$ cat config.mk
export PLATFORM = sky130hd
export DESIGN_NAME = alu_seq
export DESIGN_NICKNAME = d
export VERILOG_FILES = /design/src/rtl/alu_seq_pkg.sv /design/src/rtl/alu_seq_mul.sv /design/src/rtl/alu_seq.sv
export SDC_FILE = /design/constraint.sdc
export NUM_CORES = 1
export LEC_CHECK = 0
export ABC_CLOCK_PERIOD_IN_PS = 7900
export CORE_UTILIZATION = 58
export DETAILED_ROUTE_END_ITERATION = 16
export PLACE_DENSITY = 0.8
export SLEW_MARGIN = 20
export SYNTH_ARGS = -nofsm -noshare
export SYNTH_HDL_FRONTEND = slang
export SYNTH_SLANG_ARGS = --single-unit
$ cat constraint.sdc
create_clock -name clk -period 7.9 [get_ports clk]
set_clock_uncertainty 0.15 [all_clocks]
set_input_delay 1.58 -clock clk [delete_from_list [all_inputs] [get_ports clk]]
set_output_delay 1.58 -clock clk [all_outputs]
set_load 0.03 [all_outputs]
$ cat src/rtl/alu_seq_pkg.sv
// Shared definitions for the sequential ALU: op encodings, FSM states and flag bit positions.
// The optional multiplier is controlled by the ALU_SEQ_MUL_EN macro in the files that use this package.
package alu_seq_pkg;

    localparam logic [2:0] OP_ADD = 3'b000;
    localparam logic [2:0] OP_SUB = 3'b001;
    localparam logic [2:0] OP_AND = 3'b010;
    localparam logic [2:0] OP_OR  = 3'b011;
    localparam logic [2:0] OP_XOR = 3'b100;
    localparam logic [2:0] OP_SHL = 3'b101;
    localparam logic [2:0] OP_SHR = 3'b110;
    localparam logic [2:0] OP_MUL = 3'b111;

    typedef enum logic [1:0] {
        S_IDLE = 2'd0,
        S_EXEC = 2'd1,
        S_MUL  = 2'd2
    } state_e;

    localparam int FLAG_Z = 3;
    localparam int FLAG_N = 2;
    localparam int FLAG_C = 1;
    localparam int FLAG_V = 0;

    function automatic logic [3:0] pack_flags(input logic z, input logic n,
                                              input logic c, input logic v);
        logic [3:0] f;
        f         = '0;
        f[FLAG_Z] = z;
        f[FLAG_N] = n;
        f[FLAG_C] = c;
        f[FLAG_V] = v;
        return f;
    endfunction

endpackage

$ cat src/rtl/alu_seq_mul.sv
// Iterative shift-add multiplier, one multiplier bit per cycle, LSB first.
// done_o and product_o are combinational during the last step so the caller can capture on that edge.
module alu_seq_mul #(
    parameter int WIDTH = 16
) (
    input  logic                 clk,
    input  logic                 resetn,
    input  logic                 go_i,
    input  logic [WIDTH-1:0]     a_i,
    input  logic [WIDTH-1:0]     b_i,
    output logic                 done_o,
    output logic [2*WIDTH-1:0]   product_o
);

    localparam int CW = $clog2(WIDTH);
    localparam logic [CW-1:0] LAST = CW'(WIDTH - 1);

    logic                 active_q;
    logic [CW-1:0]        cnt_q;
    logic [2*WIDTH-1:0]   mcand_q;
    logic [WIDTH-1:0]     mplier_q;
    logic [2*WIDTH-1:0]   acc_q;
    logic [2*WIDTH-1:0]   partial;

    always_comb begin
        partial   = mplier_q[0] ? mcand_q : '0;
        product_o = acc_q + partial;
        done_o    = active_q && (cnt_q == LAST);
    end

    always_ff @(posedge clk or negedge resetn) begin
        if (!resetn) begin
            active_q <= 1'b0;
            cnt_q    <= '0;
            mcand_q  <= '0;
            mplier_q <= '0;
            acc_q    <= '0;
        end else if (go_i) begin
            active_q <= 1'b1;
            cnt_q    <= '0;
            mcand_q  <= {{WIDTH{1'b0}}, a_i};
            mplier_q <= b_i;
            acc_q    <= '0;
        end else if (active_q) begin
            acc_q    <= product_o;
            mcand_q  <= mcand_q << 1;
            mplier_q <= mplier_q >> 1;
            cnt_q    <= cnt_q + 1'b1;
            if (done_o) begin
                active_q <= 1'b0;
            end
        end
    end

endmodule

$ cat src/rtl/alu_seq.sv
// Sequential ALU: A/B/G registers, flags, start/busy/done handshake.
// Define ALU_SEQ_MUL_EN to build the multi-cycle multiplier; otherwise op=111 is an illegal-op marker.
module alu_seq
    import alu_seq_pkg::*;
#(
    parameter int WIDTH = 16
) (
    input  logic             clk,
    input  logic             resetn,
    input  logic [WIDTH-1:0] buswires,
    input  logic             ain,
    input  logic             start,
    input  logic [2:0]       op,
    output logic             busy,
    output logic             done,
    output logic [WIDTH-1:0] aluout,
    output logic [3:0]       flags,
    output state_e           dbg_state
);

    localparam int SW = $clog2(WIDTH);

    state_e           state_q, state_d;
    logic [WIDTH-1:0] a_q, a_d;
    logic [WIDTH-1:0] b_q, b_d;
    logic [2:0]       op_q, op_d;
    logic [WIDTH-1:0] g_q, g_d;
    logic [3:0]       flags_q, flags_d;
    logic             done_q, done_d;

    logic [WIDTH:0]   sum_w;
    logic [WIDTH:0]   diff_w;
    logic [WIDTH-1:0] res;
    logic             res_c;
    logic             res_v;
    logic [3:0]       exec_flags;

`ifdef ALU_SEQ_MUL_EN
    logic               mul_go;
    logic               mul_done;
    logic [WIDTH-1:0]   mul_a;
    logic [2*WIDTH-1:0] mul_product;
    logic [WIDTH-1:0]   mul_lo;

    // A simultaneous ain loads A from the bus on the start edge, so feed that value straight in.
    assign mul_a  = ain ? buswires : a_q;
    assign mul_lo = mul_product[WIDTH-1:0];

    alu_seq_mul #(.WIDTH(WIDTH)) u_mul (
        .clk       (clk),
        .resetn    (resetn),
        .go_i      (mul_go),
        .a_i       (mul_a),
        .b_i       (buswires),
        .done_o    (mul_done),
        .product_o (mul_product)
    );
`endif

    always_comb begin
        sum_w  = {1'b0, a_q} + {1'b0, b_q};
        diff_w = {1'b0, a_q} + {1'b0, ~b_q} + {{WIDTH{1'b0}}, 1'b1};
        res    = g_q;
        res_c  = 1'b0;
        res_v  = 1'b0;
        case (op_q)
            OP_ADD: begin
                res   = sum_w[WIDTH-1:0];
                res_c = sum_w[WIDTH];
                res_v = (a_q[WIDTH-1] == b_q[WIDTH-1]) && (res[WIDTH-1] != a_q[WIDTH-1]);
            end
            OP_SUB: begin
                res   = diff_w[WIDTH-1:0];
                res_c = diff_w[WIDTH];
                res_v = (a_q[WIDTH-1] != b_q[WIDTH-1]) && (res[WIDTH-1] != a_q[WIDTH-1]);
            end
            OP_AND: res = a_q & b_q;
            OP_OR:  res = a_q | b_q;
            OP_XOR: res = a_q ^ b_q;
            OP_SHL: res = a_q << b_q[SW-1:0];
            OP_SHR: res = a_q >> b_q[SW-1:0];
            default: begin
                // Reached only for op=111 without the multiplier: keep G, mark illegal via V.
                res   = g_q;
                res_v = 1'b1;
            end
        endcase
        exec_flags = pack_flags(res == '0, res[WIDTH-1], res_c, res_v);
    end

    always_comb begin
        state_d = state_q;
        a_d     = a_q;
        b_d     = b_q;
        op_d    = op_q;
        g_d     = g_q;
        flags_d = flags_q;
        done_d  = 1'b0;
`ifdef ALU_SEQ_MUL_EN
        mul_go  = 1'b0;
`endif
        case (state_q)
            S_IDLE: begin
                if (ain) begin
                    a_d = buswires;
                end
                if (start) begin
                    b_d  = buswires;
                    op_d = op;
`ifdef ALU_SEQ_MUL_EN
                    if (op == OP_MUL) begin
                        state_d = S_MUL;
                        mul_go  = 1'b1;
                    end else begin
                        state_d = S_EXEC;
                    end
`else
                    state_d = S_EXEC;
`endif
                end
            end
            S_EXEC: begin
                g_d     = res;
                flags_d = exec_flags;
                done_d  = 1'b1;
                state_d = S_IDLE;
            end
            S_MUL: begin
`ifdef ALU_SEQ_MUL_EN
                if (mul_done) begin
                    g_d     = mul_lo;
                    flags_d = pack_flags(mul_lo == '0, mul_lo[WIDTH-1],
                                         |mul_product[2*WIDTH-1:WIDTH], 1'b0);
                    done_d  = 1'b1;
                    state_d = S_IDLE;
                end
`else
                state_d = S_IDLE;
`endif
            end
            default: state_d = S_IDLE;
        endcase
    end

    always_ff @(posedge clk or negedge resetn) begin
        if (!resetn) begin
            state_q <= S_IDLE;
            a_q     <= '0;
            b_q     <= '0;
            op_q    <= OP_ADD;
            g_q     <= '0;
            flags_q <= '0;
            done_q  <= 1'b0;
        end else begin
            state_q <= state_d;
            a_q     <= a_d;
            b_q     <= b_d;
            op_q    <= op_d;
            g_q     <= g_d;
            flags_q <= flags_d;
            done_q  <= done_d;
        end
    end

    assign busy      = (state_q != S_IDLE);
    assign done      = done_q;
    assign aluout    = g_q;
    assign flags     = flags_q;
    assign dbg_state = state_q;

endmodule
=== Word level (Yosys, flattened, before mapping) ===
Cells that the tools add are included.

* $add $sub $neg: 3
* Equality and inequality tests: 12
* Shifts and indexed selects: 2
* Multiplexer cells: 6
* Bitwise gates (word level): 4
* Reduce and logical (&&, ||, !) cells: 9

{| class="wikitable"
|+ Operators by type and width
! kind !! count
|-
| 16-bit case mux with 7 select lines || 1
|-
| 16-bit by 16-bit adder with 17-bit output || 2
|-
| 17-bit by 1-bit adder with 17-bit output (second input constant) || 1
|-
| 16-bit bitwise AND || 1
|-
| 16-bit zero test || 1
|-
| 16-bit inverter || 1
|-
| 16-bit OR || 1
|-
| 16-bit by 4-bit << shifter with 16-bit output || 1
|-
| 16-bit by 4-bit >> shifter with 16-bit output || 1
|-
| 16-bit bitwise XOR || 1
|-
| 3-bit == test (second input constant) || 3
|-
| 3-bit by 2-bit == test with 1-bit output (second input constant) || 2
|-
| 5-bit OR reduction || 1
|-
| 2-bit two-way mux || 2
|-
| 2-bit AND reduction || 2
|-
| 3-bit by 1-bit == test with 1-bit output (second input constant) || 1
|-
| 3-bit zero test || 1
|-
| 1-bit inequality test || 3
|-
| 1-bit case mux with 3 select lines || 1
|-
| 2-bit by 1-bit == test with 1-bit output (second input constant) || 1
|-
| 1-bit logical AND || 2
|-
| 2-bit zero test || 1
|-
| 2-bit inequality test (second input constant) || 1
|-
| 1-bit case mux with 2 select lines || 1
|-
| 3 further kinds || 3
|}

* Bits in registers: 58
* Input bits: 23
* Output and inout bits: 24
* Logic and storage cells: 43

=== Logic depth before layout (Yosys ltp) ===
Gate-level depths: netlist (run 1).

* Depth in word-level cells: 6
* Mapped depth: 14
* Mapped depth without buffers: 13

=== Worst setup path before layout (run 1) ===
OpenSTA, ideal clock, no wires.

* Kind: register to register
* Start: reg b_q[2]
* End: reg flags_q[3], in the netlist flags[3]
* Arrival: 3.620 ns
* Required time: 7.646 ns
* Slack: 4.026 ns
* Stages on the path, launching flop included: 15
* Path buffers: 3
* Clock period less this slack: 3.874 ns
* Cell sequence: dfrtp_1 > buf_2 > inv_2 > buf_1 > ha_1 > buf_2 > nor2b_1 > o21ai_0 > a211oi_1 > nor4_1 > o311a_1 > nor3_1 > o2111ai_1 > or4_1 > o41ai_2

* Longest elaborated chain between the ends: 5
* Elaborated cells between the ends (all ways): 11

{| class="wikitable"
|+ RTL lines
! element !! RTL line !! RTL
|-
| start: declaration || alu_seq.sv:25 || <nowiki>logic [WIDTH-1:0] b_q, b_d;</nowiki>
|-
| start signal: assignment || alu_seq.sv:149 || <nowiki>b_q <= '0;</nowiki>
|-
| start signal: assignment || alu_seq.sv:157 || <nowiki>b_q <= b_d;</nowiki>
|-
| 16-bit inverter || alu_seq.sv:62 || <nowiki>diff_w = {1'b0, a_q} + {1'b0, ~b_q} + {{WIDTH{1'b0}}, 1'b1};</nowiki>
|-
| 16-bit by 16-bit adder with 17-bit output || alu_seq.sv:62 ||
|-
| 17-bit by 1-bit adder with 17-bit output || alu_seq.sv:62 ||
|-
| 16-bit case mux with 7 select lines (*) || alu_seq.sv:66 || <nowiki>case (op_q)</nowiki>
|-
| 16-bit zero test (*) || alu_seq.sv:88 || <nowiki>exec_flags = pack_flags(res == '0, res[WIDTH-1], res_c, res_v);</nowiki>
|-
| end signal: assignment || alu_seq.sv:160 || <nowiki>flags_q <= flags_d;</nowiki>
|-
| end: declaration || alu_seq.sv:28 || <nowiki>logic [3:0] flags_q, flags_d;</nowiki>
|}

Every way passes the cells marked *; elsewhere a longest branch is shown, timed or not.
A chain may end at the register's enable or synchronous reset.

=== Worst setup path after layout (run 1) ===
Same ends and word-level chain as after synthesis.

==> summary.md, run 1 <==
| Metric | Value |
|---|---|
| Seq/Total Area, Yosys | 22.1% |
| Layout cells sized above 1 | 9.77% |
| Largest net degree at the start of global routing | 57 |
| Hold Buf Count CTS | 0 |
| CTS Buffer Depth | 2 |
| Fin util | 65.7% |
| Most used DFF post-synth | dfrtp_1 |
| Dpl cell area | 6770 µm² |
| Worst hold slack | 0.366 ns |
| Final Cycle Share | 60.5% |
| Antenna diode count | 0 |
| Critical-path top delay cell | a211oi_1 |
| Core footprint | 10500 µm² |
| Critical-path cell list | buf_4 > inv_2 > ha_1 > nor2b_1 > o21ai_0 > a211oi_1 > nor4_1 > o311a_1 > nor3_1 > o2111ai_1 > or4_1 > o41ai_2 |
| Layout Cells excl Fill | 914 |
| Postcts setup bufs | 0 |
| Ys async rst share | 100% |
| Clk pin slew, worst setup/hold paths | 0.12 ns |
| DR WL/cell | 24.1 µm |
| Starting Density | 60.7% |
| Flops & latches, synth | 56 |
| Syn nets | 850 |
| Via Count | 6488 |
| Final setup TNS | 0 ns |
| Max VDD drop | 0.142 mV |
| Initial antenna violation count | 0 |
| First-pass detailed-route iteration total | 6 |
| Io pins | 47 |
| Final HPWL DP | 16.3 mm |
| Mapped Area | 6350 µm² |
| Pwr/cell area | 241 nW/µm² |
| Worst EP required | 8.00 ns |
| Largest stage delay on the critical path | 0.73 ns |
| Status | complete, no violations |
| HP Start | flags[3] |
| Initial DRC count | 839 |
| Root Buffer | clkbuf_8 |
| R2R Path Start | b_q[2] |
| Yosys warns | 0 |
| Via density | 7.10 |
| Area delta synth->final | 8.36% |
| Max Freq | 209 MHz |
| Slew Limit Fails | 0 |
| DP Cell Count | 906 |
| Distinct cells, synth | 81 |
| Total gr overflow | 0 |
| FP Rows | 37 |
| Mean Syn Cell Area | 8.20 µm² |
| DRT Wirelength | 22.1 mm |
| Design area | 6880 µm² |
| CTS Buf Count | 5 |
| CP startpoint | b_q[2] |
| # setup viols final | 0 |
| Hold Path Class | flop to flop |
| CP Capture Type | flop |
| Crit path kind | flop to flop |
| Post-Synthesis Cells | 774 |
| Top fanout value on the critical path | 35 |
| Hold Fails Final Rpt | 0 |
| CP delay by family, top | compound AO/OA/AOI/OAI gates |
| WP data arrival | 4.88 ns |
| Htree depth | 2 |
| Num Clock Sinks | 56 |
| DIE WIDTH | 107 µm |
| CP Launch Type | flop |
| Leakage | 2.83 nW |
| Port bufs | 45 |
| Slew @ Worst Pin | 1.20 ns |
| DRC viols | 0 |
| Final GP Congestion | 1.06 |
| PostCTS Resize Cnt | 0 |
| WP buf/inv | 2 |
| Relative slew slack | 20.0% |
| Number of flops mapped to enable cells by yosys | 0 |
| Die span in y | 107 µm |
| Final net count | 853 |
| Post-DRT Antenna Nets | 0 |
| Clock Latency Late Sink | 0.33 ns |
| Min Tclk post-route | 4.78 ns |
| Total of max-cap violations | 0 |
| Global-route wire length before repair | 35.2 mm |
| CTS tree | done |
| GRT Overall Usage | 40.6% |
| Vias in the first global route | 6118 |
| Die Area | 11400 µm² |
| RSZ-0062 raised after global routing | false |
[cell type report]
class                   instances  area, µm²
clock buffers                   6       82.6
flip-flops and latches         56       1400
well taps                     136        170
clock inverters                 2       17.5
repair buffers                 59        551
multi-input cells             605       4470
fillers                       926       3580
inverters                      50        188
[cell usage in the layout, fill, tap and decap left out, types with 4 or more instances in the layout]
cell type        instances
nor2_1                  69
nand2_1                 65
o21ai_0                 64
dfrtp_1                 56
ha_1                    51
inv_1                   47
a21oi_1                 45
clkdlybuf4s50_1         44
mux2_2                  22
nor3_1                  22
mux4_2                  19
a211oi_1                17
mux2i_1                 16
nand3_1                 16
nand2b_1                14
buf_4                   14
nor2b_1                 11
a21o_1                  10
a31oi_1                  8
xnor2_1                  8
o31ai_1                  7
o211ai_1                 7
nor4_1                   7
a2bb2oi_1                6
o32a_1                   6
a311oi_1                 6
clkbuf_8                 6
a221oi_1                 5
o22ai_1                  5
mux2_1                   4
a211o_1                  4
o311ai_0                 4
o22a_1                   4
o2111ai_1                4
[stage by stage]
stage | setup slack [ns] | power, mW
floorplan | 4.03 | 1.12
global placement | 3.27 | 1.42
detailed placement | 3.29 | 1.43
CTS | 3.24 | 1.62
global route | 2.95 | 1.74
finish | 3.12 | 1.65
[tightest hold or removal path, cell delays in order (launching register included)]
cell,delay [ns]
dfrtp_1,0.36
nand2_1,0.08
o41ai_2,0.05
[where the power goes]
group / internal [mW] / switching (mW) / leakage, nW
Sequential: 0.349 / 0.0829 / 0.686
Combinational: 0.409 / 0.622 / 2.09
Clock: 0.0741 / 0.117 / 0.0522
Total: 0.833 / 0.822 / 2.83
[cell usage after synthesis, types with 5 or more instances]
library cell   n  share of area [%]
inv_1         47                2.8
a211oi_1      17                2.0
xnor2_1        8                1.1
nor3_1        22                1.7
buf_2         16                1.3
o211ai_1       7               0.83
clkbuf_1      36                2.1
o22ai_1        5               0.49
nor2b_1       13                1.3
buf_6          5               0.89
a311oi_1       6               0.83
mux4_2        19                6.7
nand2b_1      14                1.4
o21ai_0       64                5.0
nor4_1         7               0.69
o31ai_1        7               0.83
dfrtp_1       56                 22
a21oi_1       45                3.5
nor2_1        69                4.1
nand2_1       65                3.8
a21o_1        10                1.2
mux2_2        22                3.9
ha_1          51                 10
a221oi_1       5               0.69
mux2i_1       16                2.5
a2bb2oi_1      6               0.83
a31oi_1        8               0.79
o32a_1         6               0.95
nand3_1       16                1.3
[flip-flops by register name (all words and copies together) (netlist names)]
name	count
a_q	16
aluout	15
b_q	16
dbg_state	1
done	1
flags	4
op_q	3
[per-layer routing]
layer | GRT usage [%] | up-vias | wire (µm)
met3 | 9.48 | 62 | 2820
li1 | - | 2859 | -
met4 | 13.5 | 2 | 681
met5 | 3.33 | - | 45
met2 | 59.0 | 486 | 9410
met1 | 58.8 | 3079 | 9110
[cell families after synthesis]
| kind of cell | count (synthesis) | synth area share (%) |
|---|---|---|
| multiplexers | 61 | 13.9 |
| other | 1 | 0.0591 |
| flip-flops | 56 | 22.1 |
| AND/OR/NAND/NOR | 234 | 17.7 |
| buffers and inverters | 113 | 7.78 |
| adder cells (fa/ha/maj) | 53 | 10.7 |
| AO/OA/AOI/OAI | 245 | 26.3 |
| XOR/XNOR | 11 | 1.52 |
[final timing paths]
path | to | slack, ns | cells past startpoint
setup / recovery | flags[3] | 3.12 | 12
hold / removal | flags[3] | 0.37 | 2
setup reg to reg | flags[3] | 3.12 | 12
hold reg to reg | flags[3] | 0.37 | 2
max in group asynchronous | a_q[15] | 5.87 | 2
min in group asynchronous | aluout[2] | 1.23 | 2
No activity file was read; power rests on OpenSTA's default activity.
==> inputs of run 2 (changes only) <==
--- a/config.mk
+++ b/config.mk
@@ -5,7 +5,7 @@
 export SDC_FILE = /design/constraint.sdc
 export NUM_CORES = 1
 export LEC_CHECK = 0
-export ABC_CLOCK_PERIOD_IN_PS = 7900
+export ABC_CLOCK_PERIOD_IN_PS = 4500
 export CORE_UTILIZATION = 58
 export DETAILED_ROUTE_END_ITERATION = 16
 export PLACE_DENSITY = 0.8
==> constraint.sdc (replaced) <==
create_clock -name clk -period 4.5 [get_ports clk]
set_clock_uncertainty 0.15 [all_clocks]
set_input_delay 0.9 -clock clk [delete_from_list [all_inputs] [get_ports clk]]
set_output_delay 0.9 -clock clk [all_outputs]
set_load 0.03 [all_outputs]
==> run 2 against run 1 <==
  * Wire length up 2.9%
  * Count of clock-buffer cells in the layout unchanged
  * Critical endpoint unchanged
  * Sequential cell count unchanged
  * Largest cell class unchanged
  * Critical path type unchanged
==> summary.md, run 2 (synthesis results as in run 1) <==
| Metric | Value |
|---|---|
| Min Tclk post-route | 4.37 ns (-0.406 ns) |
| Core footprint | 10500 µm² (unchanged) |
| Starting Density | 60.7% (unchanged) |
| Io pins | 47 (unchanged) |
| CTS Buffer Depth | 2 (unchanged) |
| Area delta synth->final | 10.5% |
| Layout cells sized above 1 | 11.7% (+1.9 points) |
| CP Capture Type | flop |
| Final setup TNS | 0 ns (unchanged) |
| Total gr overflow | 0 (unchanged) |
| Antenna diode count | 0 (unchanged) |
| Layout Cells excl Fill | 932 (+2.0%) |
| WP data arrival | 4.47 ns (-0.41 ns) |
| DR WL/cell | 24.4 µm (+0.93%) |
| Most frequent cells in the layout | 69 x nor2_1, 65 x nand2_1, 64 x o21ai_0 |
| CTS tree | done |
| Leakage | 2.91 nW (+2.7%) |
| Port bufs | 45 (unchanged) |
| Die span in y | 107 µm (unchanged) |
| Status | complete, no violations |
| Commonest non-fill, non-tap cell in the layout | nor2_1 |
| GRT Overall Usage | 40.4% (-0.21 points) |
| Critical-path cell list | inv_1 > ha_1 > nor2_1 > a211oi_1 > o41ai_1 > a21oi_1 > and4_1 > nor3_1 > o2111ai_1 > or4_1 > o41ai_2 |
| Total of max-cap violations | 0 (unchanged) |
| Num Clock Sinks | 56 (unchanged) |
| Final Cycle Share | 97.1% (+37 points) |
| WP buf/inv | 1 (-1) |
| Final net count | 871 (+2.1%) |
| Hold Fails Final Rpt | 0 (unchanged) |
| Max VDD drop | 0.271 mV (+91%) |
| DIE WIDTH | 107 µm (unchanged) |
| CTS Buf Count | 5 (unchanged) |
| Clock Latency Late Sink | 0.34 ns (about the same) |
| CP delay by family, top | compound AO/OA/AOI/OAI gates |
| Largest net degree at the start of global routing | 43 (-25%) |
| DP Cell Count | 924 (+2.0%) |
| Via density | 6.98 (-1.6%) |
| Post-DRT Antenna Nets | 0 (unchanged) |
| Initial antenna violation count | 0 (unchanged) |
| Htree depth | 2 (unchanged) |
| Largest stage delay on the critical path | 0.75 ns (+0.02 ns) |
| Critical-path top delay cell | o41ai_1 |
| Dpl cell area | 6920 µm² (+2.2%) |
| DRC viols | 0 (unchanged) |
| Final GP Congestion | 1.01 (-4.7%) |
| DRT Wirelength | 22.7 mm (+2.9%) |
| Vias in the first global route | 6099 (-0.31%) |
| # setup viols final | 0 (unchanged) |
| Relative slew slack | 32.4% (+12 points) |
| Final HPWL DP | 17.3 mm (+5.8%) |
| Design area | 7020 µm² (+2.0%) |
| Top fanout value on the critical path | 10 (-71%) |
| CP Launch Type | flop |
| Hold Buf Count CTS | 0 (unchanged) |
| Die Area | 11400 µm² (unchanged) |
| Crit path kind | flop to flop |
| Max Freq | 229 MHz (+9.3%) |
| Slew Limit Fails | 0 (unchanged) |
| Root Buffer | clkbuf_8 |
| Slew @ Worst Pin | 0.999 ns (-0.201 ns) |
| RSZ-0062 raised after global routing | false |
| Via Count | 6510 (+0.34%) |
| FP Rows | 37 (unchanged) |
| Hold Path Class | flop to flop |
| First-pass detailed-route iteration total | 6 (unchanged) |
| Clk pin slew, worst setup/hold paths | 0.11 ns (about the same) |
| Postcts setup bufs | 0 (unchanged) |
| Worst EP required | 4.60 ns (-3.40 ns) |
| Pwr/cell area | 418 nW/µm² (+74%) |
| PostCTS Resize Cnt | 0 (unchanged) |
| Global-route wire length before repair | 34.6 mm (-1.8%) |
| Initial DRC count | 863 (+2.9%) |
run 2: changes by cell type in the layout (fill, tap and decap cells not counted), sizes merged:
cell      change
buf          +18
clkinv        +1
clkinvlp      +1
inv           -2
run 2: layout make-up:
class / count / area, µm²
repair buffers: 77 / 698
inverters: 50 / 188
multi-input cells: 605 / 4470
clock buffers: 6 / 72.6
well taps: 136 / 170
clock inverters: 2 / 16.3
fillers: 891 / 3450
flip-flops and latches: 56 / 1400
run 2: worst paths after layout:
check	start	slack, ns	end	cells after the start
setup reg to reg	b_q[3]	0.13	flags[3]	11
hold / removal	flags[3]	0.38	flags[3]	2
hold reg to reg	flags[3]	0.38	flags[3]	2
setup / recovery	b_q[3]	0.13	flags[3]	11
min in group asynchronous	resetn	0.44	op_q[1]	1
max in group asynchronous	resetn	2.88	b_q[13]	2
run 2: tightest hold or removal path: stages (launching register included):
cell     delay, ns
dfrtp_1       0.38
nand2_1       0.07
o41ai_2       0.05
run 2: power breakdown:
group          switching [mW]  total [mW]  internal (mW)
combinational            1.11        1.85          0.747
sequential              0.152       0.766          0.614
clock                   0.198       0.310          0.112
run 2: routing by layer:
metal | track usage (%) | vias up | share of wire, %
met3 | 9.36 | 82 | 12
met4 | 14.5 | 0 | 4.1
met5 | 0 | - | 0
met2 | 62.3 | 473 | 44
met1 | 55.4 | 3070 | 40
li1 | - | 2885 | -
run 2: per-stage QoR:
step	util, %	setup slack [ns]	total power [mW]	hold slack [ns]
3_3_place_gp	66.2	0.362	2.53	0.321
2_1_floorplan	-	0.626	1.96	0.402
4_1_cts	67.0	0.267	2.87	0.385
6_report	67.1	0.129	2.93	0.377
5_1_grt	67.1	0.0316	3.06	0.392
3_5_place_dp	66.2	0.298	2.56	0.357
==> inputs of run 3 (changes only) <==
--- a/config.mk
+++ b/config.mk
@@ -5,7 +5,7 @@
 export SDC_FILE = /design/constraint.sdc
 export NUM_CORES = 1
 export LEC_CHECK = 0
-export ABC_CLOCK_PERIOD_IN_PS = 4500
+export ABC_CLOCK_PERIOD_IN_PS = 4900
 export CORE_UTILIZATION = 58
 export DETAILED_ROUTE_END_ITERATION = 16
 export PLACE_DENSITY = 0.8
==> constraint.sdc (replaced) <==
create_clock -name clk -period 4.9 [get_ports clk]
set_clock_uncertainty 0.15 [all_clocks]
set_input_delay 0.98 -clock clk [delete_from_list [all_inputs] [get_ports clk]]
set_output_delay 0.98 -clock clk [all_outputs]
set_load 0.03 [all_outputs]
==> run 3 against run 2 <==
  * Core utilization is 0.53 points lower
  * Wire length is 1.9% lower
  * Combinational power is 9% lower
  * Worst setup slack better by 0.26 ns
  * Non-clock buffer count is 10 lower
  * Critical path depth stayed put
  * Sequential share of layout area is 0.16 points higher
  * Hold slack better by 0.0043 ns
  * Maximum frequency is 3.2% lower
  * Critical path type unchanged
  * Largest power group unchanged
==> summary.md, run 3 (synthesis results as in run 1) <==
| Metric | Value |
|---|---|
| Max VDD drop | 0.223 mV (-18%) |
| Die Area | 11400 µm² (unchanged) |
| Crit path kind | flop to flop |
| Vias in the first global route | 6067 (-0.52%) |
| CTS tree | done |
| Post-DRT Antenna Nets | 0 (unchanged) |
| Total power | 2.73 mW (-6.9%) |
| CTS Buf Count | 5 (unchanged) |
| Initial antenna violation count | 0 (unchanged) |
| Final GP Congestion | 1.02 (+0.87%) |
| Top fanout value on the critical path | 10 (unchanged) |
| Combined area of the multi-input logic cells | 4470 µm² (unchanged) |
| Leakage | 2.88 nW (-1.1%) |
| First-pass detailed-route iteration total | 5 (-1) |
| Largest net degree at the start of global routing | 57 (+33%) |
| Pwr/cell area | 392 nW/µm² (-6.2%) |
| Postcts setup bufs | 0 (unchanged) |
| Layout cells sized above 1 | 10.7% (-1.0 points) |
| Area delta synth->final | 9.64% |
| Worst EP required | 4.98 ns (+0.38 ns) |
| Initial DRC count | 848 (-1.7%) |
| Root Buffer | clkbuf_8 |
| Clk pin slew, worst setup/hold paths | 0.11 ns (about the same) |
| Commonest non-fill, non-tap cell in the layout | nor2_1 |
| # setup viols final | 0 (unchanged) |
| Critical-path top delay cell | o41ai_1 |
| GRT Overall Usage | 40.4% (about the same) |
| Via density | 7.15 (+2.4%) |
| CTS Buffer Depth | 2 (unchanged) |
| Final setup TNS | 0 ns (unchanged) |
| DRT Wirelength | 22.3 mm (-1.9%) |
| Port bufs | 45 (unchanged) |
| Via Count | 6593 (+1.3%) |
| Hold Path Class | flop to flop |
| Slew Limit Fails | 0 (unchanged) |
| Relative slew slack | 26.3% (-6.1 points) |
| Io pins | 47 (unchanged) |
| Final HPWL DP | 16.8 mm (-2.6%) |
| Clock Latency Late Sink | 0.33 ns (about the same) |
| Final net count | 861 (-1.1%) |
| Total gr overflow | 0 (unchanged) |
| Dpl cell area | 6830 µm² (-1.3%) |
| FF/Latch Area | 1400 µm² (unchanged) |
| DIE WIDTH | 107 µm (unchanged) |
| DR WL/cell | 24.2 µm (-0.83%) |
| PostCTS Resize Cnt | 0 (unchanged) |
| Critical-path cell list | inv_1 > ha_1 > nor2_1 > a211oi_1 > o41ai_1 > a21oi_1 > and4_1 > nor3_1 > o2111ai_1 > or4_1 > o41ai_2 |
| Starting Density | 60.7% (unchanged) |
| Setup WS post-layout | 0.385 ns (+0.255 ns) |
| CP Capture Type | flop |
| Fin util | 66.5% (-0.53 points) |
| Global-route wire length before repair | 34.5 mm (-0.14%) |
| Htree depth | 2 (unchanged) |
| WP data arrival | 4.60 ns (+0.13 ns) |
| Num Clock Sinks | 56 (unchanged) |
| Slew @ Worst Pin | 1.09 ns (+0.0921 ns) |
| Hold Fails Final Rpt | 0 (unchanged) |
| Total of max-cap violations | 0 (unchanged) |
| Antenna diode count | 0 (unchanged) |
| Largest stage delay on the critical path | 0.89 ns (+0.14 ns) |
| DRC viols | 0 (unchanged) |
| Max Freq | 221 MHz (-3.2%) |
| Min Tclk post-route | 4.52 ns (+0.145 ns) |
| FILL cells | 920 (+3.3%) |
| FP Rows | 37 (unchanged) |
| Design area | 6960 µm² (-0.78%) |
| Worst slack at placement | 0.571 ns (+0.273 ns) |
| CP Launch Type | flop |
| Hold Buf Count CTS | 0 (unchanged) |
| Final Cycle Share | 92.1% (-5.0 points) |
| Die span in y | 107 µm (unchanged) |
| RSZ-0062 raised after global routing | false |
| Most frequent cells in the layout | 69 x nor2_1, 65 x nand2_1, 64 x o21ai_0 |
| Core footprint | 10500 µm² (unchanged) |
| Status | complete, no violations |
[run 3: report_power, final]
group | internal [mW] | leakage [nW] | total, mW | switching [mW]
combinational | 0.672 | 2.13 | 1.68 | 1.00
sequential | 0.563 | 0.686 | 0.709 | 0.146
clock | 0.168 | 0.0614 | 0.343 | 0.175
total | 1.40 | 2.88 | 2.73 | 1.33
[run 3: final cells by class]
type                            instances  area share [%]
Clock inverter                          2           0.557
Inverter                               50            2.70
Clock buffer                            6            1.19
Tap cell                              136            2.44
Sequential cell                        56            20.1
Timing Repair Buffer                   67            8.77
Multi-Input combinational cell        605            64.2
[run 3: worst max-delay path: cells and delay by family, from the launching register on]
| kind | cells | cell delay (ns) |
|---|---|---|
| AO/OA/AOI/OAI | 5 | 1.68 |
| adder cells (fa/ha/maj) | 1 | 0.45 |
| buffers and inverters | 1 | 0.13 |
| flip-flops | 1 | 0.60 |
| AND/OR/NAND/NOR | 4 | 1.39 |
[run 3: worst paths after layout]
path	cells past startpoint	start	slack, ns	end
setup / recovery	11	a_q[3]	0.38	flags[3]
hold / removal	2	aluout[14]	0.38	aluout[14]
setup reg to reg	11	a_q[3]	0.38	flags[3]
hold reg to reg	2	aluout[14]	0.38	aluout[14]
max in group asynchronous	2	resetn	3.47	a_q[12]
min in group asynchronous	2	resetn	0.63	aluout[6]
[run 3: per-stage QoR]
stage                     cells  hold WS [ns]
after floorplan             774         0.402
after CTS                   922         0.382
after global placement      914         0.320
final                       922         0.381
after global routing        922         0.403
after detailed placement    914         0.354
[run 3: metal layers]
metal	track usage (%)	vias to the layer above	routed length (µm)	part of all wire, %
met5	0	-	0	0
met4	17.3	0	1020	4.6
met3	13.9	80	3090	14
met2	58.0	503	9340	42
met1	55.1	3131	8830	40
li1	-	2879	-	-
